===== config.mk =====
export PLATFORM = sky130hd
export DESIGN_NAME = alu_control_unit_flat
export DESIGN_NICKNAME = d
export VERILOG_FILES = /design/src/rtl/alu_control_unit_pkg.sv /design/src/rtl/alu_control_unit_if.sv /design/src/rtl/alu_control_unit_branch_resolve.sv /design/src/rtl/alu_control_unit.sv /design/src/flat_wrapper.sv
export SDC_FILE = /design/constraint.sdc
export NUM_CORES = 1
export LEC_CHECK = 0
export CORE_MARGIN = 10
export CORE_UTILIZATION = 45
export CTS_CLUSTER_SIZE = 24
export DETAILED_ROUTE_END_ITERATION = 10
export PLACE_DENSITY = 0.79
export SYNTH_ARGS = -nofsm -noshare
export SYNTH_HDL_FRONTEND = slang
export SYNTH_SLANG_ARGS = --single-unit

===== constraint.sdc =====
create_clock -name sClk -period 4.4 [get_ports sClk]
set_input_delay 0.88 -clock sClk [delete_from_list [all_inputs] [get_ports sClk]]
set_output_delay 0.88 -clock sClk [all_outputs]
set_load 0.01 [all_outputs]

===== src/rtl/alu_control_unit_pkg.sv =====
// Shared definitions for the multicycle control unit: opcodes, states,
// instruction field positions and status flag bit indices.
package alu_control_unit_pkg;

    localparam int IMM_W  = 8;
    localparam int FLAG_W = 5;

    localparam int OPC_LO = 12;
    localparam int RD_LO  = 10;
    localparam int RS_LO  = 8;
    localparam int IMM_LO = 0;

    localparam int FLAG_V = 4;
    localparam int FLAG_C = 3;
    localparam int FLAG_N = 2;
    localparam int FLAG_Z = 1;
    localparam int FLAG_P = 0;

    typedef enum logic [3:0] {
        ALU_PASS = 4'h0,
        ALU_1    = 4'h1,
        ALU_2    = 4'h2,
        ALU_3    = 4'h3,
        ALU_4    = 4'h4,
        ALU_5    = 4'h5,
        ALU_6    = 4'h6,
        ALU_7    = 4'h7,
        OP_LDI   = 4'h8,
        OP_JMP   = 4'h9,
        OP_JZ    = 4'hA,
        OP_JN    = 4'hB,
        OP_JC    = 4'hC,
        OP_JV    = 4'hD,
        OP_JP    = 4'hE,
        OP_HALT  = 4'hF
    } opcode_t;

    typedef enum logic [2:0] {
        ST_IDLE   = 3'd0,
        ST_FETCH  = 3'd1,
        ST_DECODE = 3'd2,
        ST_EXEC   = 3'd3,
        ST_HALT   = 3'd4
    } state_t;

    function automatic logic isAluOp(opcode_t op);
        return (op[3] == 1'b0);
    endfunction

endpackage


===== src/rtl/alu_control_unit_if.sv =====
// Control-unit bus: program ROM port, ALU status flags, datapath selects
// and run/halt handshake.
interface alu_control_unit_if #(
    parameter int PCWIDTH    = 8,
    parameter int INSTRWIDTH = 16,
    parameter int SELECTION  = 3,
    parameter int REGADDR    = 2
);
    import alu_control_unit_pkg::*;

    logic                  sStart;
    logic [INSTRWIDTH-1:0] sInstr;
    logic                  sOverflow;
    logic                  sCarry;
    logic                  sNegative;
    logic                  sZero;
    logic                  sPar;
    logic [PCWIDTH-1:0]    sPc;
    logic [SELECTION-1:0]  sSelAlu;
    logic [REGADDR-1:0]    sRegSelA;
    logic [REGADDR-1:0]    sRegSelB;
    logic [REGADDR-1:0]    sRegDst;
    logic                  sRegWrite;
    logic                  sImmSel;
    logic [IMM_W-1:0]      sImm;
    logic [FLAG_W-1:0]     sFlags;
    logic                  sHalted;

    modport master (
        input  sStart, sInstr, sOverflow, sCarry, sNegative, sZero, sPar,
        output sPc, sSelAlu, sRegSelA, sRegSelB, sRegDst, sRegWrite,
               sImmSel, sImm, sFlags, sHalted
    );

    modport slave (
        output sStart, sInstr, sOverflow, sCarry, sNegative, sZero, sPar,
        input  sPc, sSelAlu, sRegSelA, sRegSelB, sRegDst, sRegWrite,
               sImmSel, sImm, sFlags, sHalted
    );

endinterface


===== src/rtl/alu_control_unit_branch_resolve.sv =====
// Branch decision: taken when the opcode is JMP, or a conditional jump whose
// latched status flag is set.
module alu_branch_resolve
    import alu_control_unit_pkg::*;
(
    input  opcode_t           opcode,
    input  logic [FLAG_W-1:0] flags,
    output logic              taken
);

    always_comb begin
        taken = 1'b0;
        case (opcode)
            OP_JMP:  taken = 1'b1;
            OP_JZ:   taken = flags[FLAG_Z];
            OP_JN:   taken = flags[FLAG_N];
            OP_JC:   taken = flags[FLAG_C];
            OP_JV:   taken = flags[FLAG_V];
            OP_JP:   taken = flags[FLAG_P];
            default: taken = 1'b0;
        endcase
    end

endmodule


===== src/rtl/alu_control_unit.sv =====
// Multicycle FETCH/DECODE/EXEC sequencer driving ALU and register-file
// selects from a synchronous program ROM, with a latched status register.
module alu_control_unit
    import alu_control_unit_pkg::*;
#(
    parameter int PCWIDTH    = 8,
    parameter int INSTRWIDTH = 16,
    parameter int SELECTION  = 3,
    parameter int REGADDR    = 2
) (
    input  logic             sClk,
    input  logic             sReset,
    alu_control_unit_if.master bus
);

    state_t                state;
    state_t                nextState;
    logic [PCWIDTH-1:0]    pc;
    logic [INSTRWIDTH-1:0] ir;
    logic [FLAG_W-1:0]     flags;
    logic [FLAG_W-1:0]     aluFlags;
    opcode_t               opcode;
    logic                  taken;
    logic                  inExec;

    assign opcode   = opcode_t'(ir[OPC_LO +: 4]);
    assign aluFlags = {bus.sOverflow, bus.sCarry, bus.sNegative, bus.sZero, bus.sPar};
    assign inExec   = (state == ST_EXEC);

    alu_branch_resolve uBranch (
        .opcode (opcode),
        .flags  (flags),
        .taken  (taken)
    );

    always_ff @(posedge sClk or posedge sReset) begin
        if (sReset) begin
            state <= ST_IDLE;
            pc    <= '0;
            ir    <= '0;
            flags <= '0;
        end else begin
            state <= nextState;
            case (state)
                ST_IDLE, ST_HALT: begin
                    if (bus.sStart) begin
                        pc    <= '0;
                        flags <= '0;
                    end
                end
                ST_DECODE: ir <= bus.sInstr;
                ST_EXEC: begin
                    if (isAluOp(opcode))
                        flags <= aluFlags;
                    // HALT leaves PC on the HALT instruction itself
                    if (opcode != OP_HALT)
                        pc <= taken ? PCWIDTH'(ir[IMM_LO +: IMM_W]) : pc + PCWIDTH'(1);
                end
                default: ;
            endcase
        end
    end

    always_comb begin
        nextState = state;
        case (state)
            ST_IDLE:   if (bus.sStart) nextState = ST_FETCH;
            ST_FETCH:  nextState = ST_DECODE;
            ST_DECODE: nextState = ST_EXEC;
            ST_EXEC:   nextState = (opcode == OP_HALT) ? ST_HALT : ST_FETCH;
            ST_HALT:   if (bus.sStart) nextState = ST_FETCH;
            default:   nextState = ST_IDLE;
        endcase
    end

    // Selects track the IR at all times so the datapath never sees a glitch;
    // only the write strobe and immediate mux are gated to EXEC.
    assign bus.sPc       = pc;
    assign bus.sSelAlu   = ir[OPC_LO +: SELECTION];
    assign bus.sRegSelA  = ir[RD_LO +: REGADDR];
    assign bus.sRegSelB  = ir[RS_LO +: REGADDR];
    assign bus.sRegDst   = ir[RD_LO +: REGADDR];
    assign bus.sImm      = ir[IMM_LO +: IMM_W];
    assign bus.sRegWrite = inExec && (isAluOp(opcode) || opcode == OP_LDI);
    assign bus.sImmSel   = inExec && (opcode == OP_LDI);
    assign bus.sFlags    = flags;
    // Halt is flagged as soon as the HALT instruction is executing.
    assign bus.sHalted   = (state == ST_HALT) || (inExec && opcode == OP_HALT);

endmodule


===== src/flat_wrapper.sv =====
// flat-port wrapper written by rule: the top's interface ports become plain ports
module alu_control_unit_flat import alu_control_unit_pkg::*;
#(
    parameter int PCWIDTH    = 8,
    parameter int INSTRWIDTH = 16,
    parameter int SELECTION  = 3,
    parameter int REGADDR    = 2
)
  (sClk, sReset, bus_sStart, bus_sInstr, bus_sOverflow, bus_sCarry, bus_sNegative, bus_sZero, bus_sPar, bus_sPc, bus_sSelAlu, bus_sRegSelA, bus_sRegSelB, bus_sRegDst, bus_sRegWrite, bus_sImmSel, bus_sImm, bus_sFlags, bus_sHalted);
  alu_control_unit_if #(.PCWIDTH(PCWIDTH), .INSTRWIDTH(INSTRWIDTH), .SELECTION(SELECTION), .REGADDR(REGADDR)) bus_i ();
  input  logic sClk;
  input  logic sReset;
  input wire logic [$bits(bus_i.sStart)-1:0] bus_sStart;
  input wire logic [$bits(bus_i.sInstr)-1:0] bus_sInstr;
  input wire logic [$bits(bus_i.sOverflow)-1:0] bus_sOverflow;
  input wire logic [$bits(bus_i.sCarry)-1:0] bus_sCarry;
  input wire logic [$bits(bus_i.sNegative)-1:0] bus_sNegative;
  input wire logic [$bits(bus_i.sZero)-1:0] bus_sZero;
  input wire logic [$bits(bus_i.sPar)-1:0] bus_sPar;
  output wire logic [$bits(bus_i.sPc)-1:0] bus_sPc;
  output wire logic [$bits(bus_i.sSelAlu)-1:0] bus_sSelAlu;
  output wire logic [$bits(bus_i.sRegSelA)-1:0] bus_sRegSelA;
  output wire logic [$bits(bus_i.sRegSelB)-1:0] bus_sRegSelB;
  output wire logic [$bits(bus_i.sRegDst)-1:0] bus_sRegDst;
  output wire logic [$bits(bus_i.sRegWrite)-1:0] bus_sRegWrite;
  output wire logic [$bits(bus_i.sImmSel)-1:0] bus_sImmSel;
  output wire logic [$bits(bus_i.sImm)-1:0] bus_sImm;
  output wire logic [$bits(bus_i.sFlags)-1:0] bus_sFlags;
  output wire logic [$bits(bus_i.sHalted)-1:0] bus_sHalted;
  assign bus_i.sStart = bus_sStart;
  assign bus_i.sInstr = bus_sInstr;
  assign bus_i.sOverflow = bus_sOverflow;
  assign bus_i.sCarry = bus_sCarry;
  assign bus_i.sNegative = bus_sNegative;
  assign bus_i.sZero = bus_sZero;
  assign bus_i.sPar = bus_sPar;
  assign bus_sPc = bus_i.sPc;
  assign bus_sSelAlu = bus_i.sSelAlu;
  assign bus_sRegSelA = bus_i.sRegSelA;
  assign bus_sRegSelB = bus_i.sRegSelB;
  assign bus_sRegDst = bus_i.sRegDst;
  assign bus_sRegWrite = bus_i.sRegWrite;
  assign bus_sImmSel = bus_i.sImmSel;
  assign bus_sImm = bus_i.sImm;
  assign bus_sFlags = bus_i.sFlags;
  assign bus_sHalted = bus_i.sHalted;
  alu_control_unit #(.PCWIDTH(PCWIDTH), .INSTRWIDTH(INSTRWIDTH), .SELECTION(SELECTION), .REGADDR(REGADDR)) u_core (.sClk(sClk), .sReset(sReset), .bus(bus_i));
endmodule

* Word level (Yosys, flattened, before mapping)
Index checks and enable logic that the tools add are counted.
** Storage, ports and cells
- Register bits :: 32
- Output and inout port bits :: 33
- Word-level logic and storage cells :: 43
** Operators by class
- Add/sub/neg operators :: 1
- Equal/unequal tests :: 16
- Multiplexer cells :: 11
- Bitwise logic cells :: 1
- Reductions and logical operators :: 10
** Operators with widths (count)
- $eq 4x4->1 const B :: 8
- $mux 8 :: 3
- $pmux 8 s2 :: 1
- $pmux 3 s4 :: 1
- $mux 5 :: 2
- $pmux 5 s2 :: 1
- $add 8x1->8 const B :: 1
- $eq 3x2->1 const B :: 2
- $mux 3 :: 2
- $pmux 1 s6 :: 1
- $reduce_and 3->1 :: 2
- $ne 2x2->1 const B :: 2
- $ne 4x4->1 const B :: 1
- $eq 3x1->1 const B :: 1
- $eq 3x3->1 const B :: 1
- $logic_and 1x1->1 :: 3
- $logic_not 3->1 :: 1
- $logic_or 1x1->1 :: 2
- $ne 2x1->1 const B :: 1
- $reduce_bool 2->1 :: 1
- $reduce_or 2->1 :: 1
- $not 1->1 :: 1

* Depth between registers and ports, before layout
- Depth after elaboration :: 5
- Mapped depth :: 6
- Depth with buffers taken out :: 5

* Cells and area by module
From an unflattened synthesis, not the netlist that was laid out.
** Unflattened totals
- Cells, all modules :: 149
- Area, all modules :: 1667.8 um2
** Modules (own cells, without submodules)
- alu_control_unit :: times used 1, cells an instance 141, area an instance 1612.8 um2
- alu_branch_resolve :: times used 1, cells an instance 8, area an instance 55.1 um2

* Worst setup path before layout
Ideal clock, no wire load.
- Path type :: reg2out
- From :: reg u_core.state[2]
- To :: out bus_sRegWrite
- Arrival time :: 1.264 ns
- Data required time :: 3.520 ns
- Setup slack :: 2.256 ns
- Stages on the path, launching flop included :: 4
- Cells stage by stage :: dfrtp_1 nand3b_1 nor4_1 or2_2
** Between the ends
- Cells in the longest elaborated chain, start to end :: 2
** RTL lines
- from (decl) :: RTL line alu_control_unit.sv:16 : state_t state;
- from (signal assigned) :: RTL line alu_control_unit.sv:43 : state <= nextState;
- $eq 3x2->1 :: RTL line alu_control_unit.sv:28 : assign inExec = (state == ST_EXEC);
- $logic_and 1x1->1 :: RTL line alu_control_unit.sv:84 : assign bus.sRegWrite = inExec && (isAluOp(opcode) || opcode == OP_LDI);
- to (decl) :: RTL line flat_wrapper.sv:25 : output wire logic [$bits(bus_i.sRegWrite)-1:0] bus_sRegWrite;
Every way passes these cells.

* Final worst setup path
Ends and elaborated chain as after synthesis.

==> qor.txt <==
Min-Delay Path Depth -> 1
Dpl hpwl -> 3.02 mm
Post CTS Setup Buffer Count -> 0
Vias -> 1307
Clk_lat worst skew -> 0.28 ns
Crit path DAT -> 1.90 ns
Clock Pin Slew Worst Setup and Hold Paths -> 0.06 ns
Register Area -> 801 sq um
Initial antenna violation count -> 0
Drt via density -> 5.31
Final worst slack -> 1.62 ns
Hold Fails Final Rpt -> 0
DR WL/cell -> 16.4 microns
Crit path max fanout -> 5
Fin crit period -> 2.78 ns
Final Max Slew Viols -> 0
Layout area overhead -> 34.9%
Worst Path Class, Setup -> reg2out
CTS tree -> yes
Syn Area/Cell -> 10.7 sq um
Post-synth cell types -> 35
Final period util -> 0.633
CTS Sinks -> 32
FF-to-FF setup slack -> 2.59 ns
ANT nets after route -> 0
Worst reg2reg path depth -> 3
Routability Congestion -> 0.890
Req. time, crit path -> 3.52 ns
Ports -> 57
Horiz. Die Dim -> 80.7 microns
Maximum number of pins on one net before global-route repair -> 33
CTS Buf Count -> 5
Worst rel slew slack -> 0.432
Most frequent cells in the layout -> 56 x clkdlybuf4s50_1, 32 x dfrtp_1, 19 x nand2_1
Post-CTS Resized -> 0
Global-route wire length before repair -> 6.73 mm
Cells after synthesis -> 154
CTS Hold Buffers Added -> 0
RSZ-0062 raised after global routing -> false
Port bufs -> 56
Ys async rst share -> 1.00
Router iterations before antenna repair -> 4
Final setup vio count -> 0
PD cells -> 737 mW/mm^2
# nets final -> 224
Most common cell after layout, fill and taps aside -> clkdlybuf4s50_1
Area of the multi-input gates -> 703 sq um
Share of layout cells above drive strength 1 -> 0.165
Maximum clock path buffer count -> 2
Post-Layout Cell Count -> 246
Initial Utilization -> 0.481
Placeable Area -> 0.00344 sq mm
Sequential element share of the synthesized area -> 0.484
Layout Utilization -> 0.649
Vias in the first global route -> 1404
Row Count -> 21
Pleak -> 0.922 nW
Cell Count Post-Placement -> 238
Worst slack, placed -> 1.93 ns
Startpoint types -> flip-flop
DRT iter0 DRCs -> 109
Fmax -> 0.359 GHz
Peak VDD IR -> 368 uV
Yosys warnings -> 0
Pwr Total -> 0.00165 W
Register bit total from synthesis -> 32
Post-synth EDFFs -> 0
Crit end category -> output pin
Hold Crit Class -> reg2reg
Final TNS setup -> 0 ns
Root Buffer -> clkbuf_8
Total global-route track usage -> 0.131
Worst-margin pin slew -> 0.851 ns
N_diodes -> 0
H-tree lvl count -> 2
DRC Markers -> 0
DIE HEIGHT -> 80.7 microns
Post-Syn Area -> 0.00166 sq mm
# fillers -> 287
Global-route congestion overflow total -> 0
Routed WL -> 4.03 mm
Max-cap violations -> 0
Clock skew -> 0.00428 ns
Outcome -> finished clean
Synth Flop Type -> dfrtp_1
DIE AREA -> 0.00650 sq mm
Synthesized Nets -> 179
-- power by group --
part           leakage (nW)  internal, W  switching [W]  total [W]
registers             0.398     0.000436       0.000154   0.000590
logic                 0.473     0.000464       0.000363   0.000827
clock network        0.0510     0.000125       0.000105   0.000229
-- synthesized netlist by cell type (all sizes together), types with 2 or more instances --
master  instances  area share
nand2b          3       0.011
mux2           16        0.11
o21ai          10       0.030
dfrtp          32        0.48
a21o            2      0.0091
buf            19       0.085
nand2          19       0.043
nand3           2      0.0060
nor2            8       0.021
a221o           3       0.018
a31oi           3       0.011
a21oi           4       0.014
mux2i           2       0.012
nand3b          4       0.018
or3             2      0.0076
nor4            4       0.015
a22oi           4       0.018
inv             3      0.0068
or2             3       0.013
-- worst paths after layout --
check,end,from
worst max-delay path,bus_sRegWrite,u_core.state[2]$_DFFE_PP0N_
worst min-delay path,u_core.state[1]$_DFFE_PP0N_,u_core.state[2]$_DFFE_PP0N_
worst max register to register,u_core.ir[13]$_DFFE_PP0P_,u_core.state[2]$_DFFE_PP0N_
worst min register to register,u_core.state[1]$_DFFE_PP0N_,u_core.state[2]$_DFFE_PP0N_
max in group asynchronous,u_core.bus.sPc[2]$_DFFE_PP0P_,sReset
min in group asynchronous,u_core.ir[8]$_DFFE_PP0P_,sReset
-- layer usage --
metal | track usage | part of all wire | vias up
met2 | 0.202 | 0.45 | 51
met5 | 0 | 0 | -
met4 | 0.0519 | 0.018 | 0
met3 | 0.0635 | 0.11 | 7
li1 | - | - | 628
met1 | 0.152 | 0.42 | 621
-- flip-flops by register name, indices dropped and copies added, names as in the netlist --
name and cells:
u_core.ir 16, u_core.state 3, u_core.bus.sPc 8, u_core.bus.sFlags 5
-- cell families after synthesis --
| group | count (synthesis) | synth area share |
|---|---|---|
| AOI/OAI and AO/OA | 31 | 0.138 |
| xor gates and xnor gates | 1 | 0.00529 |
| adders and majority gates | 1 | 0.00756 |
| buffers and inverters | 22 | 0.0915 |
| DFF | 32 | 0.484 |
| muxes | 18 | 0.121 |
| and+or+nand+nor | 49 | 0.153 |
-- cell type report --
| cell class | count | area share |
|---|---|---|
| clock inverters | 2 | 0.00448 |
| flip-flops and latches | 32 | 0.359 |
| multi-input cells | 100 | 0.315 |
| inverters | 3 | 0.00504 |
| repair buffers | 57 | 0.254 |
| clock buffers | 6 | 0.0370 |
| well taps | 46 | 0.0258 |
-- critical path: stages (launching register included) --
cell and delay [ns]:
dfrtp_1 0.41, nand3b_1 0.22, nor4_1 0.31, or2_2 0.17
clkdlybuf4s50_1 0.53
-- per-stage QoR --
stage                     hold slack (ns)  instance area [sq um]
after detailed placement            0.473                   2140
after global routing                0.513                   2230
after CTS                           0.483                   2230
after global placement              0.454                   2140
after floorplan                     0.440                   1660
final                               0.488                   2230
Note: power is estimated with default switching activity, not from simulation.
